$ cat config.mk
export PLATFORM = sky130hd
export DESIGN_NAME = morse_symbol_ctrl
export DESIGN_NICKNAME = d
export VERILOG_FILES = /design/src/rtl/morse_symbol_ctrl_pkg.sv /design/src/rtl/key_edge_det.sv /design/src/rtl/morse_symbol_ctrl.sv
export VERILOG_INCLUDE_DIRS = /design/src /design/src/rtl
export SDC_FILE = /design/constraint.sdc
export NUM_CORES = 1
export LEC_CHECK = 0
export ABC_AREA = 1
export BUFFER_PORTS_ARGS = -buffer_cell sky130_fd_sc_hd__buf_2
export CORE_MARGIN = 2
export CORE_UTILIZATION = 60
export DETAILED_ROUTE_END_ITERATION = 10
export GPL_ROUTABILITY_DRIVEN = 0
export PLACE_DENSITY = 0.9
export SYNTH_ARGS = -nofsm -noshare
export SYNTH_HDL_FRONTEND = slang
export SYNTH_SLANG_ARGS = --single-unit
$ cat constraint.sdc
create_clock -name clk -period 2.9 [get_ports clk]
set_input_delay 0.435 -clock clk [delete_from_list [all_inputs] [get_ports clk]]
set_output_delay 0.435 -clock clk [all_outputs]
set_load 0.02 [all_outputs]
$ cat src/rtl/morse_defs.vh
// Shared FSM state encodings and default timing thresholds for the Morse symbol controller.
`ifndef MORSE_DEFS_VH
`define MORSE_DEFS_VH

`define MORSE_ST_IDLE          2'd0
`define MORSE_ST_PRESS         2'd1
`define MORSE_ST_GAP           2'd2

`define MORSE_CNT_W_DEF        8
`define MORSE_DOT_MAX_DEF      2
`define MORSE_LETTER_GAP_DEF   3
`define MORSE_WORD_GAP_DEF     7

`endif

$ cat src/rtl/morse_symbol_ctrl_pkg.sv
// Types and default parameters shared by the Morse symbol controller files.
package morse_symbol_ctrl_pkg;
`include "morse_defs.vh"

   typedef enum logic [1:0] {
      ST_IDLE  = `MORSE_ST_IDLE,
      ST_PRESS = `MORSE_ST_PRESS,
      ST_GAP   = `MORSE_ST_GAP
   } state_e;

   localparam int CNT_W_DEF      = `MORSE_CNT_W_DEF;
   localparam int DOT_MAX_DEF    = `MORSE_DOT_MAX_DEF;
   localparam int LETTER_GAP_DEF = `MORSE_LETTER_GAP_DEF;
   localparam int WORD_GAP_DEF   = `MORSE_WORD_GAP_DEF;
endpackage

$ cat src/rtl/key_edge_det.sv
// Registers the key level and derives single-cycle rise/fall strobes from it.
module key_edge_det (
   input  logic clk_i,
   input  logic reset_i,
   input  logic key_i,
   output logic rise_o,
   output logic fall_o
);
   logic key_q;

   always_ff @(posedge clk_i) begin
      if (reset_i) key_q <= 1'b0;
      else         key_q <= key_i;
   end

   // Resetting key_q low makes a key held through reset appear as a fresh rise.
   assign rise_o = key_i & ~key_q;
   assign fall_o = ~key_i & key_q;
endmodule

$ cat src/rtl/morse_symbol_ctrl.sv
// Classifies key presses into dots/dashes and key-up gaps into letter/word boundaries.
module morse_symbol_ctrl
   import morse_symbol_ctrl_pkg::*;
#(
   parameter int CNT_W      = CNT_W_DEF,
   parameter int DOT_MAX    = DOT_MAX_DEF,
   parameter int LETTER_GAP = LETTER_GAP_DEF,
   parameter int WORD_GAP   = WORD_GAP_DEF
) (
   input  logic clk,
   input  logic reset,
   input  logic key_in,
   input  logic tick,
   output logic sym_valid,
   output logic sym_is_dash,
   output logic letter_end,
   output logic word_end,
   output logic busy
);
   localparam logic [CNT_W-1:0] CNT_MAX    = '1;
   localparam logic [CNT_W-1:0] DOT_MAX_C  = CNT_W'(DOT_MAX);
   localparam logic [CNT_W-1:0] LETTER_C   = CNT_W'(LETTER_GAP);
   localparam logic [CNT_W-1:0] WORD_C     = CNT_W'(WORD_GAP);

   state_e            state_q, state_d;
   logic [CNT_W-1:0]  cnt_q, cnt_d, cnt_inc;
   logic              sym_pend_q, sym_pend_d;
   logic              word_pend_q, word_pend_d;
   logic              sym_valid_q, sym_valid_d;
   logic              dash_q, dash_d;
   logic              letter_q, letter_d;
   logic              word_q, word_d;
   logic              busy_q;
   logic              rise, fall;

   key_edge_det u_edge (
      .clk_i   (clk),
      .reset_i (reset),
      .key_i   (key_in),
      .rise_o  (rise),
      .fall_o  (fall)
   );

   assign cnt_inc = cnt_q + CNT_W'(1);

   // Edges are tested before ticks so an edge always clears cnt and masks thresholds.
   always_comb begin
      state_d     = state_q;
      cnt_d       = cnt_q;
      sym_pend_d  = sym_pend_q;
      word_pend_d = word_pend_q;
      sym_valid_d = 1'b0;
      dash_d      = 1'b0;
      letter_d    = 1'b0;
      word_d      = 1'b0;
      case (state_q)
         ST_IDLE: begin
            if (rise) begin
               state_d = ST_PRESS;
               cnt_d   = '0;
            end
         end
         ST_PRESS: begin
            if (fall) begin
               cnt_d = '0;
               if (cnt_q == '0) begin
                  state_d = sym_pend_q ? ST_GAP : ST_IDLE;
               end else begin
                  sym_valid_d = 1'b1;
                  dash_d      = (cnt_q > DOT_MAX_C);
                  sym_pend_d  = 1'b1;
                  state_d     = ST_GAP;
               end
            end else if (tick && (cnt_q != CNT_MAX)) begin
               cnt_d = cnt_inc;
            end
         end
         ST_GAP: begin
            if (rise) begin
               state_d = ST_PRESS;
               cnt_d   = '0;
            end else if (tick) begin
               cnt_d = cnt_inc;
               if ((cnt_inc == LETTER_C) && sym_pend_q) begin
                  letter_d    = 1'b1;
                  sym_pend_d  = 1'b0;
                  word_pend_d = 1'b1;
               end
               if (cnt_inc == WORD_C) begin
                  word_d      = word_pend_q;
                  word_pend_d = 1'b0;
                  cnt_d       = '0;
                  state_d     = ST_IDLE;
               end
            end
         end
         default: state_d = ST_IDLE;
      endcase
   end

   always_ff @(posedge clk) begin
      if (reset) begin
         state_q     <= ST_IDLE;
         cnt_q       <= '0;
         sym_pend_q  <= 1'b0;
         word_pend_q <= 1'b0;
         sym_valid_q <= 1'b0;
         dash_q      <= 1'b0;
         letter_q    <= 1'b0;
         word_q      <= 1'b0;
         busy_q      <= 1'b0;
      end else begin
         state_q     <= state_d;
         cnt_q       <= cnt_d;
         sym_pend_q  <= sym_pend_d;
         word_pend_q <= word_pend_d;
         sym_valid_q <= sym_valid_d;
         dash_q      <= dash_d;
         letter_q    <= letter_d;
         word_q      <= word_d;
         busy_q      <= (state_d != ST_IDLE);
      end
   end

   assign sym_valid   = sym_valid_q;
   assign sym_is_dash = dash_q;
   assign letter_end  = letter_q;
   assign word_end    = word_q;
   assign busy        = busy_q;
endmodule

Word level (Yosys, flattened, before mapping). Cells that the tools add are included. Widths: inputs -> output; s select.

Bits in registers: 18. Bits of input ports: 4. Output and inout bits: 5.

$add $sub $neg: 1. Order comparisons: 1. Equality and inequality tests: 13. Mux-type cells: 25. Bitwise gates (word level): 10. Reductions and logical operators: 15.

Operators with widths (number): $mux 8 (6); $pmux 8 s3 (1); $mux 2 (7); $ne 2x2->1 const B (6); $mux 1 (9); $add 8x1->8 const B (1); $eq 8x2->1 const B (1); $eq 8x3->1 const B (1); $gt 8x2->1 const B (1); $logic_not 8->1 (1); $ne 8x8->1 const B (1); $not 1->1 (8); $reduce_and 4->1 (2); $reduce_or 4->1 (2); $ne 3x3->1 const B (2); $pmux 2 s3 (1); $reduce_and 6->1 (1); $reduce_bool 2->1 (3); $reduce_or 5->1 (1); $reduce_bool 3->1 (1); $reduce_or 3->1 (1); $and 1x1->1 (2); $eq 2x1->1 const B (1); $eq 2x2->1 const B (1); other kinds (3) (4).

Logic depth before layout (Yosys ltp). Gate-level depths: netlist of run 1.

Depth in word-level cells: 7. Mapped depth: 12.

Hierarchy. A second synthesis of run 1 with hierarchy kept.

Cell total of the unflattened synthesis: 175. Area total of the unflattened synthesis: 1166.1 um2.

Modules (own cells, without submodules): morse_symbol_ctrl (instances 1, cells an instance 169, area an instance 1127.3 um2); key_edge_det (instances 1, cells an instance 6, area an instance 38.8 um2).

Worst setup path before layout of run 1. No wires, ideal clock.

Path type: register -> register. From: reg cnt_q[1]. To: reg busy_q (netlist: busy). Arrival: 1395 ps. Data required time: 2786 ps. Path slack: 1391 ps. Cell stages (with the launch flop): 13. Buffers on the path: 0. Period minus slack after synthesis: 1509 ps. Cells stage by stage: dfxtp_1 > ha_1 > nand2_2 > nor2_2 > inv_2 > nand2_1 > nand2_1 > nor2_1 > nand4_1 > nand2_1 > nand2_1 > nand2_1 > nand2_1.

Longest elaborated chain between the ends: 7.

RTL lines: start: declaration (RTL line morse_symbol_ctrl.sv:26) `logic [CNT_W-1:0] cnt_q, cnt_d, cnt_inc;`; start signal: assignment (RTL line morse_symbol_ctrl.sv:114) `cnt_q <= cnt_d;`; $add 8x1->8 (RTL line morse_symbol_ctrl.sv:44) `assign cnt_inc = cnt_q + CNT_W'(1);`; $eq 8x3->1 (RTL line morse_symbol_ctrl.sv:89) `if (cnt_inc == WORD_C) begin`; $mux 2 (RTL line morse_symbol_ctrl.sv:89); $mux 2 (RTL line morse_symbol_ctrl.sv:82) `end else if (tick) begin`; $mux 2 (RTL line morse_symbol_ctrl.sv:79) `if (rise) begin`; $pmux 2 s3 (*) (RTL line morse_symbol_ctrl.sv:56) `case (state_q)`; $reduce_bool 2->1 (*) (RTL line morse_symbol_ctrl.sv:121) `busy_q <= (state_d != ST_IDLE);`; end signal: assignment (RTL line morse_symbol_ctrl.sv:121); end: declaration (RTL line morse_symbol_ctrl.sv:33) `logic busy_q;`.

Mark *: on every way between the ends. The rest lies on a longest branch, timed or not. A chain may end at the register's enable or synchronous reset.

Final worst setup path of run 1.
From: reg cnt_q[1]. To: reg cnt_q[5].

Longest elaborated chain between the ends: 6.

RTL lines (RTL line): $add 8x1->8 (morse_symbol_ctrl.sv:44); $eq 8x3->1 (morse_symbol_ctrl.sv:89); $mux 8 (morse_symbol_ctrl.sv:89); $mux 8 (morse_symbol_ctrl.sv:82); $mux 8 (morse_symbol_ctrl.sv:79); $pmux 8 s3 (morse_symbol_ctrl.sv:56).

Parallel ways exist; a longest one is shown, timed or not. The select of a mux whose other input is x is not followed.

==> results.cfg, run 1 <==
[synthesis]
ys_warn_count = 0
async_flop_share = 0
synth_compound_area_frac = 0.114
yosys-mux-area-fraction = 0
synth_enable_flop_cells = 0
synth-simple-area-share = 0.386
synth_xor_area_frac = 0.00747
ys_seq_elements = 18
yosys.area.top_type_share = 0.307
synth.yosys.seq_area_share = 0.307
synth-adder-area-share = 0.0854
synth_area_leader_cell = dfxtp_1
synthTopCellsByCount = nand2_1 (48), inv_1 (24), nor2_1 (22)
synth.area.top_cells = dfxtp_1 (31%), nand2_1 (15%), ha_1 (8.5%)
avgSynthCellArea_um2 = 6.44
syn_area_um2 = 1170
synth.most_common_cell = nand2_1
synth_top_family_by_area = simple AND/OR/NAND/NOR gates
syn-num-nets = 194
synth.distinct_cells = 24
synth_cells = 182
synth-main-ff-cell = dfxtp_1

[setup_path]
ff2ff_path_depth = 9
cp-start-kind = register
r2r_slack_ps = 1110
arrival_ps = 2000
rr_endpoint = cnt_q[5]
worstPathMaxFanout = 7
worstSetupPathType = reg -> reg
endpoint_kind = register
r2r_start = cnt_q[1]
required_ps = 3110

[global_routing]
grt_pass1_wl_um = 4170
grt_max_degree = 13
use_met3 = 0.0333
antenna_found_initial = 0
grt_pass1_vias = 1051
use_met1 = 0.329
track_usage = 0.258
gr-total-overflow = 0
grt_util_met2 = 0.432
busiest_layer = met2

[sta]
fin_hold_ws_ps = 355
final-setup-viol-count = 0
slew_viol_final = 0
slew_headroom = 0.769
finalHoldViolations = 0
final.period_utilization = 0.618
clock.fmax_mhz = 558
finClkSkew_ps = 1.76
worst_pin_slew_ps = 344
final.min_clock_period_ps = 1790
rsz0062_at_grt = no
setup_tns_ps = 0

[routing]
wire_per_inst_um = 12.2
first_iter_violations = 54
drt-total-wl_um = 2640
vias = 1198
drc = 0
ant_nets = 0
viasPerCell = 5.52
first_pass_iters = 5

[floorplan]
die_width_um = 48.2
dieArea_um2 = 2320
initial_core_util = 0.658
fp-row-count = 15
num_io_pins = 9
dieHeight_um = 48.2
core-area_um2 = 1780

[cells_and_area]
final_cell_count_no_fill = 217
drive_gt1_frac = 0.125
syn_to_final_growth_pct = 7.90
nets = 205
stdcell_area_um2 = 1260
diodes = 0

[clocking]
cts_tree = done
h-tree-depth = 1
ctsResizeCount = 0
cts_setup_buffers = 0
cts.clk_slew.worst_paths_ps = 110
clk_latency_ps = 300
cts_hold_buf = 0
clockBufferDepth = 2
cts_root_buf = clkbuf_4
cts.sinks = 18
cts_buffers = 3

[worst_hold_path]
holdPathEnd = u_edge.key_q
hold_path.class = in -> reg
holdPathStages = 3
worstHoldStart = key_in

[power]
p_per_area_nw_per_um2 = 430
p_leak_nw = 0.592
vdd_drop_max_uv = 283

[placed_design]
hpwlAfterDp_um = 2080
portBuffers = 8
postPlaceCellArea_um2 = 1230
dpl.cell_count = 213

[flow_run]
max_cap_violations = 0

[status]
status = completed
[per-layer routing]
metal	vias to the layer above	wire length, um
met4	0	55
met1	535	1110
met5	-	0
met2	58	1260
met3	9	218
li1	596	-
[cells in the final DEF, fill, tap and decap left out]
cell type / Yosys / routed
nand2_1: 48 / 48
inv_1: 24 / 24
nor2_1: 22 / 22
dfxtp_1: 18 / 18
nand3_1: 16 / 16
a21oi_1: 12 / 12
ha_1: 8 / 8
buf_2: 0 / 8
o21ai_0: 7 / 7
nand4_1: 5 / 5
nand2_2: 3 / 3
nor2_2: 3 / 3
inv_2: 3 / 3
clkbuf_4: 0 / 3
nor2_4: 2 / 2
o21ai_1: 1 / 1
o21bai_2: 1 / 1
xor2_1: 1 / 1
o31ai_1: 1 / 1
nor3b_1: 1 / 1
nor3_1: 1 / 1
a21boi_1: 1 / 1
nor4_1: 1 / 1
o21a_1: 1 / 1
clkbuf_8: 0 / 1
[cell families (layout without fill, tap and decap cells)]
group | after synthesis | in the layout
adders and majority gates | 8 | 8
DFF | 18 | 18
and+or+nand+nor | 102 | 102
buffers and inverters | 29 | 39
AOI/OAI and AO/OA | 24 | 24
xor gates and xnor gates | 1 | 1
[how the worst max path moves through the flow]
| stage | startpoint | endpoint | cells after the start |
|---|---|---|---|
| finish | cnt_q[1] | cnt_q[5] | 9 |
| global placement | state_q[0] | cnt_q[5] | 10 |
| global route | cnt_q[1] | busy | 10 |
| detailed placement | cnt_q[1] | busy | 12 |
| CTS | cnt_q[1] | busy | 11 |
| floorplan | cnt_q[1] | busy | 12 |
[cell type report]
cell class                 instances  area [um^2]
clock buffer                       4         36.3
fill                             147          518
inverter                          27          101
multi-input combinational        135          696
sequential                        18          360
tap                               25         31.3
timing repair buffer               8         40.0
[sequential cells by signal, indices dropped and copies added, names as in the netlist]
signal,count
state_q,2
word_pend_q,1
sym_is_dash,1
sym_pend_q,1
sym_valid,1
cnt_q,8
busy,1
letter_end,1
u_edge.key_q,1
word_end,1
[through the flow]
| step | worst slack [ps] | util | power (W) |
|---|---|---|---|
| 3_3_place_gp | 1240 | 0.689 | 0.000382 |
| 5_1_grt | 940 | 0.709 | 0.000567 |
| 2_1_floorplan | 1390 | - | 0.000363 |
| 6_report | 1110 | 0.709 | 0.000544 |
| 4_1_cts | 1140 | 0.709 | 0.000544 |
| 3_5_place_dp | 1180 | 0.689 | 0.000386 |
[report_power, final]
part | internal, W | total, W | switching, W
Clock | 0.0000767 | 0.000161 | 0.0000846
Sequential | 0.000260 | 0.000271 | 0.0000110
Combinational | 0.0000348 | 0.000112 | 0.0000775
Total | 0.000371 | 0.000544 | 0.000173
[critical path: stages (launching register included)]
cell	delay [ps]
dfxtp_1	390
ha_1	240
nand2_2	90
inv_1	70
nor2_1	180
nand2_1	80
nor2_1	200
nand4_1	240
nand3_1	140
a21oi_1	70
No activity file was read; power rests on OpenSTA's default activity.
==> inputs of run 2 (changes only) <==
--- a/config.mk
+++ b/config.mk
@@ -9,10 +9,10 @@
 export ABC_AREA = 1
 export BUFFER_PORTS_ARGS = -buffer_cell sky130_fd_sc_hd__buf_2
 export CORE_MARGIN = 2
-export CORE_UTILIZATION = 60
+export CORE_UTILIZATION = 52
 export DETAILED_ROUTE_END_ITERATION = 10
 export GPL_ROUTABILITY_DRIVEN = 0
-export PLACE_DENSITY = 0.9
+export PLACE_DENSITY = 0.83
 export SYNTH_ARGS = -nofsm -noshare
 export SYNTH_HDL_FRONTEND = slang
 export SYNTH_SLANG_ARGS = --single-unit
==> constraint.sdc (replaced) <==
create_clock -name clk -period 1.5 [get_ports clk]
set_input_delay 0.225 -clock clk [delete_from_list [all_inputs] [get_ports clk]]
set_output_delay 0.225 -clock clk [all_outputs]
set_load 0.02 [all_outputs]
==> run 2 against run 1 <==
The flow now finishes with violations (setup timing). Maximum frequency fell by 2.2%. Sequential cell count did not move. Critical endpoint is now cnt_q[1]. Worst hold slack got worse by 160 ps. Register-to-register slack got worse by 1400 ps. Sequential share of layout area fell by 6.7 points. Via count rose by 30%. Sequential power rose by 92%. Total power rose by 130%. Cell count rose by 14%. Die area rose by 14%. Clock power rose by 98%.
==> results.cfg, run 2 (synthesis gave the netlist of run 1 again) <==
[global_routing]
gr-total-overflow = 0
grt_pass1_wl_um = 5680
grt_pass1_vias = 1336
antenna_found_initial = 0
grt_max_degree = 11
track_usage = 0.290

[sta]
final.period_utilization = 1.22
fin_hold_ws_ps = 196
rsz0062_at_grt = yes
slew_headroom = 0.727
finalHoldViolations = 0
slew_viol_final = 0
finClkSkew_ps = 3.05
setup_tns_ps = -3630
clock.fmax_mhz = 546
final-setup-viol-count = 17
worst_pin_slew_ps = 406
final.min_clock_period_ps = 1830
setup_ws_ps = -333

[cells_and_area]
syn_to_final_growth_pct = 48.5
nets = 233
layout_common_cells = nand2_1 (34), buf_4 (25), inv_1 (15)
final_cell_count_no_fill = 248
largest_register_ff_count = 8
regMostFlops = cnt_q
reg_top3 = cnt_q (8), state_q (2)
diodes = 0
drive_gt1_frac = 0.495
utilization = 0.802
layout.cells.most_common = nand2_1

[setup_path]
cp-start-kind = register
arrival_ps = 2060
worstPathMaxFanout = 5
ff2ff_path_depth = 10
endpoint_kind = register
r2r_start = cnt_q[0]
worstSetupPathType = reg -> reg
crit_path_start = cnt_q[0]
required_ps = 1730

[routing]
drc = 0
first_pass_iters = 5
drt-total-wl_um = 4940
first_iter_violations = 124
wire_per_inst_um = 19.9
viasPerCell = 6.29
ant_nets = 0
vias = 1559

[clocking]
cts_tree = done
cts_hold_buf = 0
cts_buffers = 3
clockBufferDepth = 2
clk_latency_ps = 310
cts_root_buf = clkbuf_4
cts.sinks = 18
cts.clk_slew.worst_paths_ps = 110
h-tree-depth = 1

[power]
vdd_drop_max_uv = 608
p_per_area_nw_per_um2 = 717
power_w = 0.00125
p_leak_nw = 0.762

[placed_design]
hpwlAfterDp_um = 2350
dpl.cell_count = 232
portBuffers = 8

[worst_hold_path]
worstHoldStart = key_in
holdPathStages = 3
hold_path.class = in -> reg

[flow_run]
max_cap_violations = 0

[floorplan]
num_io_pins = 9
dieArea_um2 = 2650
fp-row-count = 17
initial_core_util = 0.540
core-area_um2 = 2170
die_width_um = 51.5
dieHeight_um = 51.5

[status]
violations = setup timing
status = complete, but fails checks
[run 2: cell types whose count changed in the layout (fill, tap and decap cells not counted), moves of 5 or more]
cell,previous run,this run
nand2_1,48,34
a21oi_1,12,7
ha_1,8,3
nand2_2,3,14
nor2_4,2,8
nand3_2,0,5
buf_4,0,25
dfxtp_1,18,11
a21oi_2,0,5
nor2_1,22,14
nand3_1,16,11
inv_1,24,15
[run 2: worst max-delay path: stages, from the launching register on]
cell and delay [ps]:
dfxtp_4 390, buf_6 120, clkinvlp_4 160, nor2_4 170
buf_4 150, nand3_1 90, nand2_1 120, nor2_2 60
nand4_1 180, nand3_1 140, a21oi_2 180
[run 2: per-stage QoR]
step	setup slack, ps	cell area (um^2)
global placement	-54.6	1360
floorplan	48.6	1180
CTS	-101	1490
global route	-374	1740
finish	-333	1740
detailed placement	-173	1360
[run 2: final cells by class]
| class | count | area (um^2) |
|---|---|---|
| multi-input cells | 135 | 913 |
| fillers | 110 | 429 |
| flip-flops and latches | 18 | 379 |
| repair buffers | 36 | 262 |
| inverters | 27 | 115 |
| clock buffers | 4 | 36.3 |
| well taps | 28 | 35.0 |
[run 2: where the power goes]
part / switching (W) / total (W) / internal, W
logic: 0.000252 / 0.000409 / 0.000157
clock network: 0.000170 / 0.000318 / 0.000148
registers: 0.0000229 / 0.000520 / 0.000497
[run 2: final timing paths]
kind / to / slack, ps
max: cnt_q[1] / -330
min: u_edge.key_q / 200
max reg2reg: cnt_q[1] / -330
min reg2reg: cnt_q[3] / 530
[run 2: routing by layer]
| metal | vias to the layer above | routed length (um) | track usage |
|---|---|---|---|
| met5 | - | 0 | 0 |
| met4 | 0 | 371 | 0.175 |
| met3 | 52 | 505 | 0.0409 |
| met2 | 134 | 2280 | 0.532 |
| met1 | 718 | 1780 | 0.309 |
| li1 | 655 | - | - |
[run 2: what timing repair did]
action / CTS / global route
endpoints found under the hold margin: 0 / 0
gates resized for setup: 24 / 57
pin swaps: 11 / 13
setup endpoints to repair: 14 / 16
buffers inserted: 5 / 7
